**config.mk**
```make
export PLATFORM = sky130hd
export DESIGN_NAME = keypad_scan_ctrl
export DESIGN_NICKNAME = d
export VERILOG_FILES = /design/src/rtl/keypad_scan_ctrl.sv
export SDC_FILE = /design/constraint.sdc
export NUM_CORES = 1
export LEC_CHECK = 0
export CAP_MARGIN = 5
export CORE_MARGIN = 4
export CORE_UTILIZATION = 62
export CTS_BUF_LIST = sky130_fd_sc_hd__clkbuf_8
export DETAILED_ROUTE_END_ITERATION = 12
export PLACE_DENSITY = 0.91
export SYNTH_ARGS = -nofsm -noshare
export SYNTH_HDL_FRONTEND = slang
export SYNTH_SLANG_ARGS = --single-unit
export TNS_END_PERCENT = 30
```
**constraint.sdc**
```tcl
create_clock -name i_clk -period 3.09 [get_ports i_clk]
set_input_delay 0.618 -clock i_clk [delete_from_list [all_inputs] [get_ports i_clk]]
set_output_delay 0.618 -clock i_clk [all_outputs]
set_load 0.03 [all_outputs]
```
**src/rtl/keypad_scan_ctrl.sv**
```systemverilog
`default_nettype none
// ============================================================================
// Module   : keypad_scan_ctrl
// Purpose  : 4x4 keypad row scanner with press/release debounce and a key
//            buffer behind a valid/ack handshake. Defining KEYPAD_FIFO_EN
//            swaps the single-register buffer for a 4-entry FIFO.
// Revision : 1.0 - initial release
// ============================================================================
module keypad_scan_ctrl #(
    parameter int SETTLE_CYC   = 16,
    parameter int DEBOUNCE_CYC = 20000
) (
    input  logic       i_clk,
    input  logic       i_rst_n,
    input  logic       i_scan_en,
    input  logic [3:0] i_col_n,
    output logic [3:0] o_row_n,
    input  logic       i_key_ack,
    output logic       o_key_valid,
    output logic [3:0] o_key_code,
    output logic       o_pressed,
    output logic       o_overrun
);

    localparam int CNT_MAX = (SETTLE_CYC > DEBOUNCE_CYC) ? SETTLE_CYC : DEBOUNCE_CYC;
    localparam int CNT_W   = $clog2(CNT_MAX + 1);
    localparam logic [CNT_W-1:0] SETTLE_LAST = CNT_W'(SETTLE_CYC - 1);
    localparam logic [CNT_W-1:0] DEB_LAST    = CNT_W'(DEBOUNCE_CYC - 1);

    typedef enum logic [2:0] {
        S_IDLE     = 3'd0,
        S_DRIVE    = 3'd1,
        S_SAMPLE   = 3'd2,
        S_DEBOUNCE = 3'd3,
        S_PRESS    = 3'd4,
        S_RELEASE  = 3'd5
    } state_t;

    logic [3:0]       sync1_q, col_s_q;
    state_t           state_q, state_d;
    logic [1:0]       row_q, row_d;
    logic [CNT_W-1:0] cnt_q, cnt_d;
    logic [3:0]       pat_q, pat_d;
    logic             push;
    logic             single_low;
    logic [1:0]       col_idx;
    logic [3:0]       push_code;

    always_ff @(posedge i_clk) begin
        if (!i_rst_n) begin
            sync1_q <= 4'hF;
            col_s_q <= 4'hF;
        end else begin
            sync1_q <= i_col_n;
            col_s_q <= sync1_q;
        end
    end

    always_ff @(posedge i_clk) begin
        if (!i_rst_n) begin
            state_q <= S_IDLE;
            row_q   <= 2'd0;
            cnt_q   <= '0;
            pat_q   <= 4'hF;
        end else begin
            state_q <= state_d;
            row_q   <= row_d;
            cnt_q   <= cnt_d;
            pat_q   <= pat_d;
        end
    end

    // A pattern with several low columns is a ghost/multi-key and yields no code.
    always_comb begin
        col_idx    = 2'd0;
        single_low = 1'b1;
        case (pat_q)
            4'b1110: col_idx = 2'd0;
            4'b1101: col_idx = 2'd1;
            4'b1011: col_idx = 2'd2;
            4'b0111: col_idx = 2'd3;
            default: single_low = 1'b0;
        endcase
    end

    assign push_code = {row_q, col_idx};

    always_comb begin
        state_d = state_q;
        row_d   = row_q;
        cnt_d   = cnt_q;
        pat_d   = pat_q;
        push    = 1'b0;
        if (!i_scan_en) begin
            state_d = S_IDLE;
            row_d   = 2'd0;
            cnt_d   = '0;
        end else begin
            case (state_q)
                S_IDLE: begin
                    state_d = S_DRIVE;
                    cnt_d   = '0;
                end
                S_DRIVE: begin
                    if (cnt_q == SETTLE_LAST) begin
                        state_d = S_SAMPLE;
                        cnt_d   = '0;
                    end else begin
                        cnt_d = cnt_q + 1'b1;
                    end
                end
                S_SAMPLE: begin
                    cnt_d = '0;
                    if (col_s_q != 4'hF) begin
                        pat_d   = col_s_q;
                        state_d = S_DEBOUNCE;
                    end else begin
                        row_d   = row_q + 2'd1;
                        state_d = S_DRIVE;
                    end
                end
                S_DEBOUNCE: begin
                    if (col_s_q != pat_q) begin
                        row_d   = row_q + 2'd1;
                        state_d = S_DRIVE;
                        cnt_d   = '0;
                    end else if (cnt_q == DEB_LAST) begin
                        state_d = S_PRESS;
                        cnt_d   = '0;
                    end else begin
                        cnt_d = cnt_q + 1'b1;
                    end
                end
                S_PRESS: begin
                    push    = single_low;
                    state_d = S_RELEASE;
                    cnt_d   = '0;
                end
                S_RELEASE: begin
                    // Any bounce back to a low column restarts the release count.
                    if (col_s_q != 4'hF) begin
                        cnt_d = '0;
                    end else if (cnt_q == DEB_LAST) begin
                        row_d   = row_q + 2'd1;
                        state_d = S_DRIVE;
                        cnt_d   = '0;
                    end else begin
                        cnt_d = cnt_q + 1'b1;
                    end
                end
                default: begin
                    state_d = S_IDLE;
                    row_d   = 2'd0;
                    cnt_d   = '0;
                end
            endcase
        end
    end

    assign o_row_n   = (state_q == S_IDLE) ? 4'hF : ~(4'b0001 << row_q);
    assign o_pressed = (state_q == S_PRESS) || (state_q == S_RELEASE);

`ifdef KEYPAD_FIFO_EN
    logic [3:0] mem_q [4];
    logic [1:0] wr_q, rd_q;
    logic [2:0] fill_q;
    logic       overrun_q;
    logic       empty, full, pop, do_push, drop;

    assign empty   = (fill_q == 3'd0);
    assign full    = (fill_q == 3'd4);
    assign pop     = i_key_ack && !empty;
    // A pop in the same cycle frees the slot the push needs.
    assign do_push = push && (!full || pop);
    assign drop    = push && full && !pop;

    always_ff @(posedge i_clk) begin
        if (!i_rst_n) begin
            for (int i = 0; i < 4; i++) mem_q[i] <= 4'h0;
            wr_q      <= 2'd0;
            rd_q      <= 2'd0;
            fill_q    <= 3'd0;
            overrun_q <= 1'b0;
        end else begin
            if (do_push) begin
                mem_q[wr_q] <= push_code;
                wr_q        <= wr_q + 2'd1;
            end
            if (pop) rd_q <= rd_q + 2'd1;
            case ({do_push, pop})
                2'b10:   fill_q <= fill_q + 3'd1;
                2'b01:   fill_q <= fill_q - 3'd1;
                default: fill_q <= fill_q;
            endcase
            if (pop)       overrun_q <= 1'b0;
            else if (drop) overrun_q <= 1'b1;
        end
    end

    assign o_key_valid = !empty;
    assign o_key_code  = empty ? 4'h0 : mem_q[rd_q];
    assign o_overrun   = overrun_q;
`else
    logic       valid_q, overrun_q;
    logic [3:0] code_q;
    logic       ack_take;

    assign ack_take = i_key_ack && valid_q;

    always_ff @(posedge i_clk) begin
        if (!i_rst_n) begin
            valid_q   <= 1'b0;
            code_q    <= 4'h0;
            overrun_q <= 1'b0;
        end else begin
            if (push) begin
                code_q  <= push_code;
                valid_q <= 1'b1;
            end else if (ack_take) begin
                code_q  <= 4'h0;
                valid_q <= 1'b0;
            end
            // Overwrite counts as lost only when the old code was not consumed.
            if (ack_take)             overrun_q <= 1'b0;
            else if (push && valid_q) overrun_q <= 1'b1;
        end
    end

    assign o_key_valid = valid_q;
    assign o_key_code  = code_q;
    assign o_overrun   = overrun_q;
`endif

endmodule
`default_nettype wire

```
==> results of run 1 <==
## through the flow
step | util | area, um2 | instances
floorplan | - | 1864 | 198
CTS | 0.7734 | 2170 | 249
detailed placement | 0.7226 | 2027 | 241
finish | 0.7734 | 2170 | 249
global placement | 0.7226 | 2027 | 241
global route | 0.7734 | 2170 | 249
## layer usage
metal / vias to the layer above / GRT usage / wire length, um
met5: - / 0 / 0
met4: 0 / 0.08540 / 92
met3: 12 / 0.07194 / 229
met2: 44 / 0.3409 / 1707
met1: 670 / 0.2503 / 1581
li1: 721 / - / -
## power by group
group,internal (mW),switching (mW),leakage [nW]
logic,0.0241,0.0273,0.465
clock network,0.344,0.178,0.0714
registers,0.496,0.00600,0.308
total,0.864,0.211,0.845
## final timing paths
kind | cells past startpoint | start | end | slack (ns)
setup / recovery | 3 | state_q[2]$_SDFFE_PN0P_ | o_row_n[0] | 0.49
hold / removal | 1 | sync1_q[3]$_SDFF_PN1_ | col_s_q[3]$_SDFF_PN1_ | 0.41
setup reg to reg | 6 | cnt_q[0]$_SDFF_PN0_ | cnt_q[12]$_SDFF_PN0_ | 1.22
hold reg to reg | 1 | sync1_q[3]$_SDFF_PN1_ | col_s_q[3]$_SDFF_PN1_ | 0.41
## logic make-up (layout without fill, tap and decap cells)
family	count (synthesis)	in the layout	synth area share
buf+inv	12	32	0.04429
flops	38	38	0.4081
mux	7	7	0.03759
xor+xnor	18	18	0.09261
simple gates	97	97	0.2879
compound gates	21	21	0.09597
fa+ha+maj	5	5	0.03356
## area by class of cell
type                    count  area [um2]
clock buffers               6       82.58
multi-input cells         148        1021
flip-flops and latches     38       760.7
inverters                   5       18.77
well taps                  31       38.79
fillers                   184       635.6
clock inverters             2       60.06
repair buffers             19       187.7
## sequential cells by signal, indices dropped and copies added, names as in the netlist
name,cells
sync1_q,4
row_q,2
o_overrun,1
o_key_valid,1
cnt_q,15
o_key_code,4
pat_q,4
state_q,3
col_s_q,4
## critical path, stage by stage (launching register included)
cell and delay, ns:
dfxtp_1 0.44, or3_1 0.48, nand2_1 0.10, clkdlybuf4s50_1 0.67
## cell usage in the layout (no fill, tap or decap), types with 5 or more instances in the layout
cell type,n
dfxtp_1,38
nand2_1,27
nor2_1,22
clkdlybuf4s50_1,18
nand2b_1,11
nand3_1,10
xor2_1,10
mux2i_1,7
xnor2_1,6
clkbuf_8,6
inv_1,5
a21oi_1,5
nand4_1,5
ha_1,5
==> metrics.md, run 1 <==
| Metric | Value |
|---|---|
| CP Class | reg2out |
| Root buffer cell | clkbuf_8 |
| First-pass GRT wire length | approximately 6600 um |
| Clk slew on worst S/H paths | 0.08 ns |
| Global Route Usage Sum | 0.2090 |
| Largest cells by area after synthesis | dfxtp_1 41%, nand2_1 5.4%, xor2_1 4.7% |
| Post-Syn Instances | ~200 |
| Die Ht | between 60 and 70 um |
| CTS tree | yes |
| Critical path fanouts, max | 11 |
| Crit share post-route | 0.8401 |
| # DRC | 0 |
| CTS Buf Count | 5 |
| Max H-tree Level | 2 |
| Async SR Flop Fraction | 0 |
| Core region area | roughly 2800 um2 |
| Iteration-0 DRC Markers | 97 |
| Fin crit period | 2.596 ns |
| Post-synth EDFFs | 0 |
| Worst EP required | 2.47 ns |
| Max_slew headroom | 0.4822 |
| Dpl ws | approximately 0.65 ns |
| Type of origin of the critical path | flip-flop |
| Dpl hpwl | between 2000 and 3000 um |
| Syn-to-layout area delta | 16.38% |
| Post-synth top area share | 0.4081 |
| Layout cells sized above 1 | 0.1101 |
| # hold bufs at CTS | 0 |
| Die ar. | 3948 um2 |
| Clock sink total | 38 |
| Post-route clock skew | ~0.011 ns |
| GPL Wtd Cong | 0.8505 |
| Cts repair resizes | 0 |
| Post-synth top area cell | dfxtp_1 |
| Final Hold Viols | 0 |
| Cell Pwr Density | around 500 nW/um2 |
| Io pins | 19 |
| Layout net count | between 200 and 250 |
| Final ANT Viol Nets | 0 |
| Mapped Nets | ~210 |
| Most frequent cell after synthesis | dfxtp_1 |
| Hold slack | 0.4102 ns |
| Initial Utilization | 0.6646 |
| Static leakage | roughly 0.85 nW |
| Setup ws final | 0.4941 ns |
| Setup TNS | 0 ns |
| #FFs+latches synth | 38 |
| Peak VDD IR | approximately 0.00043 V |
| Pin count of the biggest net entering global routing | 15 |
| Final Setup Violations | 0 |
| Global route overflow | 0 |
| Final WL | roughly 3600 um |
| Initial antenna violation count | 0 |
| Arr. time, crit path | roughly 2 ns |
| Setup repair bufs after CTS | 0 |
| Avg WL per Cell | about 14 um |
| Vias in the first global route | around 1500 |
| Via count | 1447 |
| DIE WIDTH | 62.84 um |
| Worst Max-Slew Pin Slew | just under 0.8 ns |
| Crit end category | output port |
| Vias per inst | between 5 and 6 |
| Antenna cells | 0 |
| Largest buffer count on any clock path | 2 |
| RSZ-0062 raised after global routing | no |
| Peak Freq | between 300 and 400 MHz |
| Later-pin clock latency in the skew report | approximately 0.30 ns |
| Row cnt | 19 |
| Slew Viols, Final | 0 |
| Netlist cell types | between 40 and 50 |
| Overall power | between 1 and 1.5 mW |
| Sequential area share after synthesis | 0.4081 |
| Post-synthesis cell area | 1864 um2 |
| Status | complete, no violations |
| Hold/Removal Path Class | reg2reg |
| Synth warn | 0 |
| MaxCap Viol Count | 0 |
| DRT Pass-1 Iters | 4 |
| Top_reg_cell synth | dfxtp_1 |
| Synth cell count leaders | 38 x dfxtp_1, 27 x nand2_1, 22 x nor2_1 |
| Port Buffers | 18 |
| Syn Area/Cell | about 9.4 um2 |
No activity file was read; power rests on OpenSTA's default activity.
==> inputs of run 2 (changes only) <==
Settings changed: CORE_UTILIZATION 62 to 58, PLACE_DENSITY 0.91 to 0.86.
Clock period 3.09 ns to 2.4 ns, I/O delays scaled along.
==> metrics.md, run 2 (synthesized netlist as in run 1, its figures left out) <==
| Metric | Value |
|---|---|
| Setup repair bufs after CTS | 0 (unchanged) |
| Antenna cells | 0 (unchanged) |
| GPL Wtd Cong | 0.7771 (-8.6%) |
| Max reg flops | 15 (unchanged) |
| Hold slack | 0.4165 ns (+0.006296 ns) |
| Status | complete, no violations |
| Setup ws final | 0.09764 ns (-0.3965 ns) |
| Overall power | 1.139 mW (+6.0%) |
| # DRC | 0 (unchanged) |
| Met1 WL | 1572 um (-0.57%) |
| Final ANT Viol Nets | 0 (unchanged) |
| Fill count | 246 (+34%) |
| Max H-tree Level | 2 (unchanged) |
| Peak VDD IR | 0.0003871 V (-10%) |
| Later-pin clock latency in the skew report | 0.29 ns (about the same) |
| Setup TNS | 0 ns (unchanged) |
| Dpl ws | 0.2649 ns (-0.3901 ns) |
| Die Ht | 64.70 um (+3.0%) |
| Iteration-0 DRC Markers | 88 (-9.3%) |
| Syn-to-layout area delta | 14.56% |
| Cell Pwr Density | 533.4 nW/um2 (+7.6%) |
| Fin crit period | between 2 and 2.5 ns |
| Pin count of the biggest net entering global routing | 16 (+1) |
| Final Hold Viols | 0 (unchanged) |
| Layout net count | 231 (+0.43%) |
| RSZ-0062 raised after global routing | no |
| Avg WL per Cell | 13.16 um (-9.3%) |
| Critical path fanouts, max | 11 (unchanged) |
| Cells after DPL | 255 (+5.8%) |
| Post-route clock skew | 0.006774 ns (-0.003727 ns) |
| Finished Core Util | 0.6996 (-0.07383) |
| Port Buffers | 18 (unchanged) |
| Clock sink total | 38 (unchanged) |
| Global route overflow | 0 (unchanged) |
| Slew Viols, Final | 0 (unchanged) |
| DIE WIDTH | 64.70 um (+3.0%) |
| Cts repair resizes | 4 (+4) |
| Initial Utilization | 0.6107 (-0.05393) |
| CP Cell Sequence | nand2b_1, inv_1, clkdlybuf4s50_1 |
| Layout cells sized above 1 | 0.1142 (+0.004064) |
| Dpl hpwl | 2569 um (-1.9%) |
| Most frequent cells in the layout | 38 x dfxtp_1, 27 x nand2_1, 22 x nor2_1 |
| Crit-path max cell delay | 0.69 ns (+0.02 ns) |
| Row cnt | 20 (+1) |
| CTS Buf Count | 5 (unchanged) |
| Die ar. | 4185 um2 (+6.0%) |
| Crit share post-route | 0.9593 |
| Arr. time, crit path | 1.82 ns (-0.16 ns) |
| Via count | 1426 (-1.5%) |
| Io pins | 19 (unchanged) |
| Global Route Usage Sum | 0.1928 (-0.01620) |
| WL met3 | 166 um (-28%) |
| Type of origin of the critical path | flip-flop |
| Static leakage | 0.8160 nW (-3.4%) |
| Peak Freq | ~430 MHz |
| DRT Pass-1 Iters | 4 (unchanged) |
| First-pass GRT wire length | 6313 um (-4.9%) |
| Highest routed layer | met4 |
| Slowest-stage cell, CP | clkdlybuf4s50_1 |
| Crit end category | output port |
| # hold bufs at CTS | 0 (unchanged) |
| Final WL | 3460 um (-4.2%) |
| Vias per inst | 5.422 (-6.7%) |
| CP Class | reg2out |
| Clk slew on worst S/H paths | 0.08 ns (about the same) |
| Top reg by flops | cnt_q |
| Vias in the first global route | 1433 (-4.5%) |
| Final Setup Violations | 0 (unchanged) |
| DP Area | 2051 um2 (+1.2%) |
| CTS tree | yes |
| MaxCap Viol Count | 0 (unchanged) |
| Worst Max-Slew Pin Slew | 0.6057 ns (-0.1641 ns) |
| Core region area | 3053 um2 (+8.8%) |
| Final Cell Area | 2136 um2 (-1.6%) |
| Largest buffer count on any clock path | 2 (unchanged) |
| Root buffer cell | clkbuf_8 |
| Max_slew headroom | 0.5926 (+0.1104) |
| Routed wl met2 | 1670 um (-2.2%) |
| Post-Layout Cell Count | 263 (+5.6%) |
| Hold/Removal Path Class | reg2reg |
| Most common cell after layout, fill and taps aside | dfxtp_1 |
| Initial antenna violation count | 0 (unchanged) |
| Worst EP required | 1.92 ns (-0.55 ns) |
## run 2: worst paths after layout
| kind | startpoint | slack, ns | to | cells past startpoint |
|---|---|---|---|---|
| max | state_q[2]$_SDFFE_PN0P_ | 0.1 | o_pressed | 3 |
| min | sync1_q[2]$_SDFF_PN1_ | 0.42 | col_s_q[2]$_SDFF_PN1_ | 1 |
| max reg2reg | cnt_q[0]$_SDFF_PN0_ | 0.54 | cnt_q[7]$_SDFF_PN0_ | 6 |
| min reg2reg | sync1_q[2]$_SDFF_PN1_ | 0.42 | col_s_q[2]$_SDFF_PN1_ | 1 |
## run 2: critical path, delay by kind of cell (launching register included)
kind / cells / cell delay [ns]
flip-flops: 1 / 0.55
AND/OR/NAND/NOR: 1 / 0.16
buffers and inverters: 2 / 0.83
## run 2: metal layers
| layer | GRT usage | up-vias |
|---|---|---|
| li1 | - | 726 |
| met1 | 0.2240 | 660 |
| met2 | 0.3325 | 33 |
| met3 | 0.05026 | 7 |
| met4 | 0.08443 | 0 |
| met5 | 0 | - |
## run 2: report_power, final
part / leakage (nW) / switching, mW / internal, mW / total, mW
sequential: 0.308 / 0.00724 / 0.638 / 0.645
clock: 0.0441 / 0.225 / 0.204 / 0.429
combinational: 0.463 / 0.0340 / 0.0311 / 0.0651
total: 0.816 / 0.266 / 0.873 / 1.14
## run 2: cell type report
type	count	area, um2	area share
multi-input combinational	148	1021	0.4780
sequential	38	760.7	0.3562
timing repair buffer	20	190.2	0.08904
clock buffer	5	68.82	0.03222
tap	44	55.05	0.02578
clock inverter	3	21.27	0.009959
inverter	5	18.77	0.008787
